[src/rtl/multibyte_addsub_seq_if.sv]
// Host-side bus of the multi-byte add/sub sequencer: operation request in, wide result out.
// Handshake: start is taken at any rising edge where busy=0 (idle or done); done is a
// one-cycle result strobe with no backpressure, and q/cout/zero hold until the next accepted start.
interface multibyte_addsub_seq_if #(
    parameter int NBYTES = 4
);
    localparam int W = 8 * NBYTES;

    logic         start;
    logic [W-1:0] a;
    logic [W-1:0] b;
    logic         isSub;
    logic         isCarry;
    logic         cin;
    logic         busy;
    logic         done;
    logic [W-1:0] q;
    logic         cout;
    logic         zero;

    modport master (
        output start, a, b, isSub, isCarry, cin,
        input  busy, done, q, cout, zero
    );

    modport slave (
        input  start, a, b, isSub, isCarry, cin,
        output busy, done, q, cout, zero
    );
endinterface

[src/rtl/multibyte_addsub_seq.sv]
// Sequences an NBYTES-wide add/subtract through an external 8-bit addsub stage,
// one byte per cycle LSB first, chaining carry and assembling result, carry and zero flag.
module multibyte_addsub_seq #(
    parameter int NBYTES = 4
) (
    input  logic                        clk,
    input  logic                        rst_n,
    multibyte_addsub_seq_if.slave       bus,
    output logic [7:0]                  aluA,
    output logic [7:0]                  aluB,
    output logic                        aluSub,
    output logic                        aluCarry,
    output logic                        aluCin,
    input  logic [7:0]                  aluQ,
    input  logic                        aluCout,
    output logic [1:0]                  dbg_state
);
    localparam int W  = 8 * NBYTES;
    localparam int IW = (NBYTES > 1) ? $clog2(NBYTES) : 1;
    localparam logic [IW-1:0] LAST = IW'(NBYTES - 1);

    typedef enum logic [1:0] {IDLE = 2'd0, RUN = 2'd1, DONE = 2'd2} state_t;

    state_t        state, state_nxt;
    logic [IW-1:0] idx;
    logic [W-1:0]  a_r, b_r, q_r, q_nxt;
    logic          sub_r, carry_r, cin_r, chain, cout_r, zero_r;
    logic          accept, last;

    assign accept = bus.start && ((state == IDLE) || (state == DONE));
    assign last   = (state == RUN) && (idx == LAST);

    always_ff @(posedge clk or negedge rst_n) begin
        if (!rst_n) state <= IDLE;
        else        state <= state_nxt;
    end

    always_comb begin
        state_nxt = state;
        case (state)
            IDLE:    if (bus.start) state_nxt = RUN;
            RUN:     if (idx == LAST) state_nxt = DONE;
            DONE:    state_nxt = bus.start ? RUN : IDLE;
            default: state_nxt = IDLE;
        endcase
    end

    // Result with the current slice replaced by the ALU output; the zero flag looks at this.
    always_comb begin
        q_nxt = q_r;
        q_nxt[{idx, 3'b000} +: 8] = aluQ;
    end

    // idx and chain freeze on the final slice so the ALU drive holds its last value afterwards.
    always_ff @(posedge clk or negedge rst_n) begin
        if (!rst_n) begin
            idx     <= '0;
            a_r     <= '0;
            b_r     <= '0;
            sub_r   <= 1'b0;
            carry_r <= 1'b0;
            cin_r   <= 1'b0;
            chain   <= 1'b0;
            q_r     <= '0;
            cout_r  <= 1'b0;
            zero_r  <= 1'b0;
        end else if (accept) begin
            idx     <= '0;
            a_r     <= bus.a;
            b_r     <= bus.b;
            sub_r   <= bus.isSub;
            carry_r <= bus.isCarry;
            cin_r   <= bus.cin;
        end else if (state == RUN) begin
            q_r <= q_nxt;
            if (last) begin
                cout_r <= aluCout;
                zero_r <= (q_nxt == '0);
            end else begin
                chain <= aluCout;
                idx   <= idx + 1'b1;
            end
        end
    end

    assign aluA      = a_r[{idx, 3'b000} +: 8];
    assign aluB      = b_r[{idx, 3'b000} +: 8];
    assign aluSub    = sub_r;
    assign aluCarry  = (idx == '0) ? carry_r : 1'b1;
    assign aluCin    = (idx == '0) ? cin_r : chain;

    assign bus.busy  = (state == RUN);
    assign bus.done  = (state == DONE);
    assign bus.q     = q_r;
    assign bus.cout  = cout_r;
    assign bus.zero  = zero_r;
    assign dbg_state = state;
endmodule

[src/flat_wrapper.sv]
// flat-port wrapper written by rule: the top's interface ports become plain ports
module multibyte_addsub_seq_flat 
#(
    parameter int NBYTES = 4
)
  (clk, rst_n, aluA, aluB, aluSub, aluCarry, aluCin, aluQ, aluCout, dbg_state, bus_start, bus_a, bus_b, bus_isSub, bus_isCarry, bus_cin, bus_busy, bus_done, bus_q, bus_cout, bus_zero);
  multibyte_addsub_seq_if #(.NBYTES(NBYTES)) bus_i ();
  input  logic clk;
  input  logic rst_n;
  output logic [7:0] aluA;
  output logic [7:0] aluB;
  output logic aluSub;
  output logic aluCarry;
  output logic aluCin;
  input  logic [7:0] aluQ;
  input  logic aluCout;
  output logic [1:0] dbg_state;
  input wire logic [$bits(bus_i.start)-1:0] bus_start;
  input wire logic [$bits(bus_i.a)-1:0] bus_a;
  input wire logic [$bits(bus_i.b)-1:0] bus_b;
  input wire logic [$bits(bus_i.isSub)-1:0] bus_isSub;
  input wire logic [$bits(bus_i.isCarry)-1:0] bus_isCarry;
  input wire logic [$bits(bus_i.cin)-1:0] bus_cin;
  output wire logic [$bits(bus_i.busy)-1:0] bus_busy;
  output wire logic [$bits(bus_i.done)-1:0] bus_done;
  output wire logic [$bits(bus_i.q)-1:0] bus_q;
  output wire logic [$bits(bus_i.cout)-1:0] bus_cout;
  output wire logic [$bits(bus_i.zero)-1:0] bus_zero;
  assign bus_i.start = bus_start;
  assign bus_i.a = bus_a;
  assign bus_i.b = bus_b;
  assign bus_i.isSub = bus_isSub;
  assign bus_i.isCarry = bus_isCarry;
  assign bus_i.cin = bus_cin;
  assign bus_busy = bus_i.busy;
  assign bus_done = bus_i.done;
  assign bus_q = bus_i.q;
  assign bus_cout = bus_i.cout;
  assign bus_zero = bus_i.zero;
  multibyte_addsub_seq #(.NBYTES(NBYTES)) u_core (.clk(clk), .rst_n(rst_n), .bus(bus_i), .aluA(aluA), .aluB(aluB), .aluSub(aluSub), .aluCarry(aluCarry), .aluCin(aluCin), .aluQ(aluQ), .aluCout(aluCout), .dbg_state(dbg_state));
endmodule
[config.mk]
export PLATFORM = sky130hd
export DESIGN_NAME = multibyte_addsub_seq_flat
export DESIGN_NICKNAME = d
export VERILOG_FILES = /design/src/rtl/multibyte_addsub_seq_if.sv /design/src/rtl/multibyte_addsub_seq.sv /design/src/flat_wrapper.sv
export SDC_FILE = /design/constraint.sdc
export NUM_CORES = 1
export LEC_CHECK = 0
export CAP_MARGIN = 20
export CORE_MARGIN = 2
export CORE_UTILIZATION = 47
export CTS_CLUSTER_SIZE = 40
export DETAILED_ROUTE_END_ITERATION = 10
export PLACE_DENSITY = 0.78
export RECOVER_POWER = 50
export SKIP_CTS_REPAIR_TIMING = 1
export SLEW_MARGIN = 25
export SYNTH_ARGS = -nofsm -noshare
export SYNTH_HDL_FRONTEND = slang
export SYNTH_SLANG_ARGS = --single-unit
[constraint.sdc]
create_clock -name clk -period 3.2 [get_ports clk]
set_input_delay 0.64 -clock clk [delete_from_list [all_inputs] [get_ports clk]]
set_output_delay 0.64 -clock clk [all_outputs]
set_load 0.01 [all_outputs]
==> impl_metrics.json <==
{
  "status": "finished with violations",
  "violations": "capacitance limit, slew limit",
  "gp_congestion": 0.944,
  "synth_edf_count": 0,
  "critical_path_depth": 4,
  "synth_top_area_share": 0.575,
  "p_per_area_nw_per_um2": 983,
  "std_cell_rows": 36,
  "netlist_top_cells_area": "dfrtp_1 (57%), mux2_2 (17%), mux4_2 (7.8%)",
  "setup_viol": 0,
  "cp.required_ps": 2560,
  "timing.hold.ws_ps": 507,
  "crit_path_end": "aluCin",
  "antenna_found_initial": 1,
  "cp_slowest_cell": "clkdlybuf4s50_1",
  "grt.overflow.total": 0,
  "drv_slew": 42,
  "h-tree-depth": 3,
  "routed_wl_um": 10800,
  "port-buffer-count": 135,
  "rsz0062_at_grt": "no",
  "ys_seq_area_frac": 0.575,
  "via_per_inst": 5.58,
  "synth.largest_area_cell": "dfrtp_1",
  "die_area_um2": 10600,
  "fp.coreArea_um2": 9640,
  "hold_viol": 0,
  "timing.fmax_mhz": 368,
  "worstMarginPinSlew_ps": 2150,
  "drive_above_1_share": 0.253,
  "r2r_cells": 5,
  "finClkSkew_ps": 10.1,
  "finalCritPeriodShare": 0.850,
  "post-route-util": 0.655,
  "nNetsFinal": 532,
  "drt-initial-drc-count": 92,
  "grt_pass1_wl_um": 17400,
  "syn2layout_area_growth_pct": 36.7,
  "first_pass_iters": 4,
  "synth_nets": 391,
  "cp-start-kind": "flip-flop",
  "cp.arrival_ps": 2080,
  "p_total_mw": 6.21,
  "ys.flop_type": "dfrtp_1",
  "ant_nets": 0,
  "synth_most_common_cell": "dfrtp_1",
  "p_leak_nw": 2.62,
  "wire_per_inst_um": 18.4,
  "worst_slew_margin_rel": -0.431,
  "grt_max_degree": 42,
  "fin_ws_ps": 480,
  "min_period_ps": 2720,
  "crit_start": "u_core.idx[0]",
  "crit_fanout": 7,
  "crit_buf_inv": 2,
  "crit_path_end_kind": "output port",
  "die_h_um": 103,
  "syn_area_um2": 4610,
  "dp_slack_ps": 700,
  "crit_chain": "inv_1, ha_1, mux2_2, clkdlybuf4s50_1",
  "clk_pin_slew_ps": 100,
  "hold_path.class": "flip-flop to flip-flop",
  "cts_tree": "done",
  "syn_inst": 306,
  "async_flop_share": 1.00,
  "cts-root-buf": "clkbuf_8",
  "reg2reg_slack_ps": 870,
  "hpwl_um": 7930,
  "drc": 0,
  "clock_tree.buffer_depth": 2,
  "ys_types": 38,
  "grt_pass1_vias": 3435,
  "vias": 3257,
  "synth_common_cells": "dfrtp_1 (106), mux2_2 (70), a22o_1 (30), mux4_2 (16), buf_2 (10)",
  "ys_warn_count": 0,
  "fin_tns_setup_ps": 0,
  "drv_cap": 1,
  "cts_sinks": 106,
  "antenna_cells": 0,
  "avgSynthCellArea_um2": 15.1,
  "insertion_delay_ps": 360,
  "critPathMaxStageDelay_ps": 490,
  "worstReg2RegEnd": "u_core.bus.q[30]",
  "ir_worst_vdd_v": 0.000461,
  "ios": 136,
  "start_util": 0.479,
  "die_w_um": 103,
  "numCtsBuffers": 9,
  "critPathTopFamily": "buffers and inverters",
  "synth_seq_cells": 106,
  "r2r-start": "u_core.idx[1]",
  "grt_usage": 0.216,
  "crit_type": "flip-flop to output port"
}
-- cell families after synthesis --
kind of cell	count (synthesis)	synth area share
DFF	106	0.575
and+or+nand+nor	47	0.0588
buffers and inverters	17	0.0184
adders and majority gates	6	0.0163
muxes	87	0.251
xor gates and xnor gates	1	0.00190
AOI/OAI and AO/OA	42	0.0786
-- registers in the layout, indices dropped and copies added, names as in the netlist --
register          cells
u_core.a_r           32
u_core.b_r           32
u_core.bus.q         32
u_core.dbg_state      2
u_core.idx            2
u_core.aluSub         1
u_core.bus.cout       1
u_core.bus.zero       1
u_core.carry_r        1
u_core.chain          1
u_core.cin_r          1
-- cell type report --
cell class | count | area (um2)
clock buffer | 10 | 128
clock inverter | 5 | 56.3
fill | 730 | 3330
inverter | 4 | 20.0
multi-input combinational | 183 | 1870
sequential | 106 | 2650
tap | 133 | 166
timing repair buffer | 143 | 1410
-- layout by cell type (no fill, tap or decap), types with 2 or more instances in the layout --
| cell type | instances |
|---|---|
| clkbuf_1 | 2 |
| clkbuf_2 | 2 |
| dfrtp_1 | 106 |
| nand2_1 | 10 |
| clkbuf_8 | 9 |
| ha_1 | 6 |
| buf_4 | 5 |
| or4_1 | 6 |
| mux2_2 | 70 |
| nor2_1 | 9 |
| nand2b_1 | 3 |
| clkinv_4 | 2 |
| a22o_1 | 30 |
| inv_1 | 3 |
| o221ai_1 | 2 |
| mux4_2 | 16 |
| nor4_1 | 3 |
| clkdlybuf4s50_1 | 133 |
| clkinv_2 | 2 |
| nor3_1 | 7 |
| and2b_1 | 2 |
-- through the flow --
step                area, um2  instances
floorplan                4610        306
global placement         6140        569
detailed placement       6140        569
CTS                      6320        584
global route             6310        584
finish                   6310        584
-- report_power, final --
part / leakage (nW) / internal [mW] / total, mW / switching (mW)
clock network: 0.0921 / 0.357 / 0.792 / 0.435
registers: 1.31 / 1.96 / 2.33 / 0.369
logic: 1.21 / 1.84 / 3.09 / 1.25
total: 2.62 / 4.15 / 6.21 / 2.05
-- per-layer routing --
| metal | vias up | track usage | wire length [um] |
|---|---|---|---|
| met3 | 26 | 0.0549 | 876 |
| met2 | 155 | 0.333 | 5080 |
| met4 | 2 | 0.0840 | 252 |
| li1 | 1438 | - | - |
| met5 | - | 0 | 11 |
| met1 | 1636 | 0.296 | 4540 |
-- how the worst min path moves through the flow --
stage | start | endpoint | slack, ps | cells past startpoint
2_1_floorplan | rst_n | u_core.a_r[0] | 340 | 0
3_3_place_gp | u_core.carry_r | u_core.carry_r | 480 | 1
3_5_place_dp | u_core.carry_r | u_core.carry_r | 490 | 1
4_1_cts | rst_n | u_core.aluSub | 260 | 1
5_1_grt | u_core.a_r[16] | u_core.a_r[16] | 530 | 1
6_report | u_core.carry_r | u_core.carry_r | 510 | 1
(Power assumes the default switching activity.)
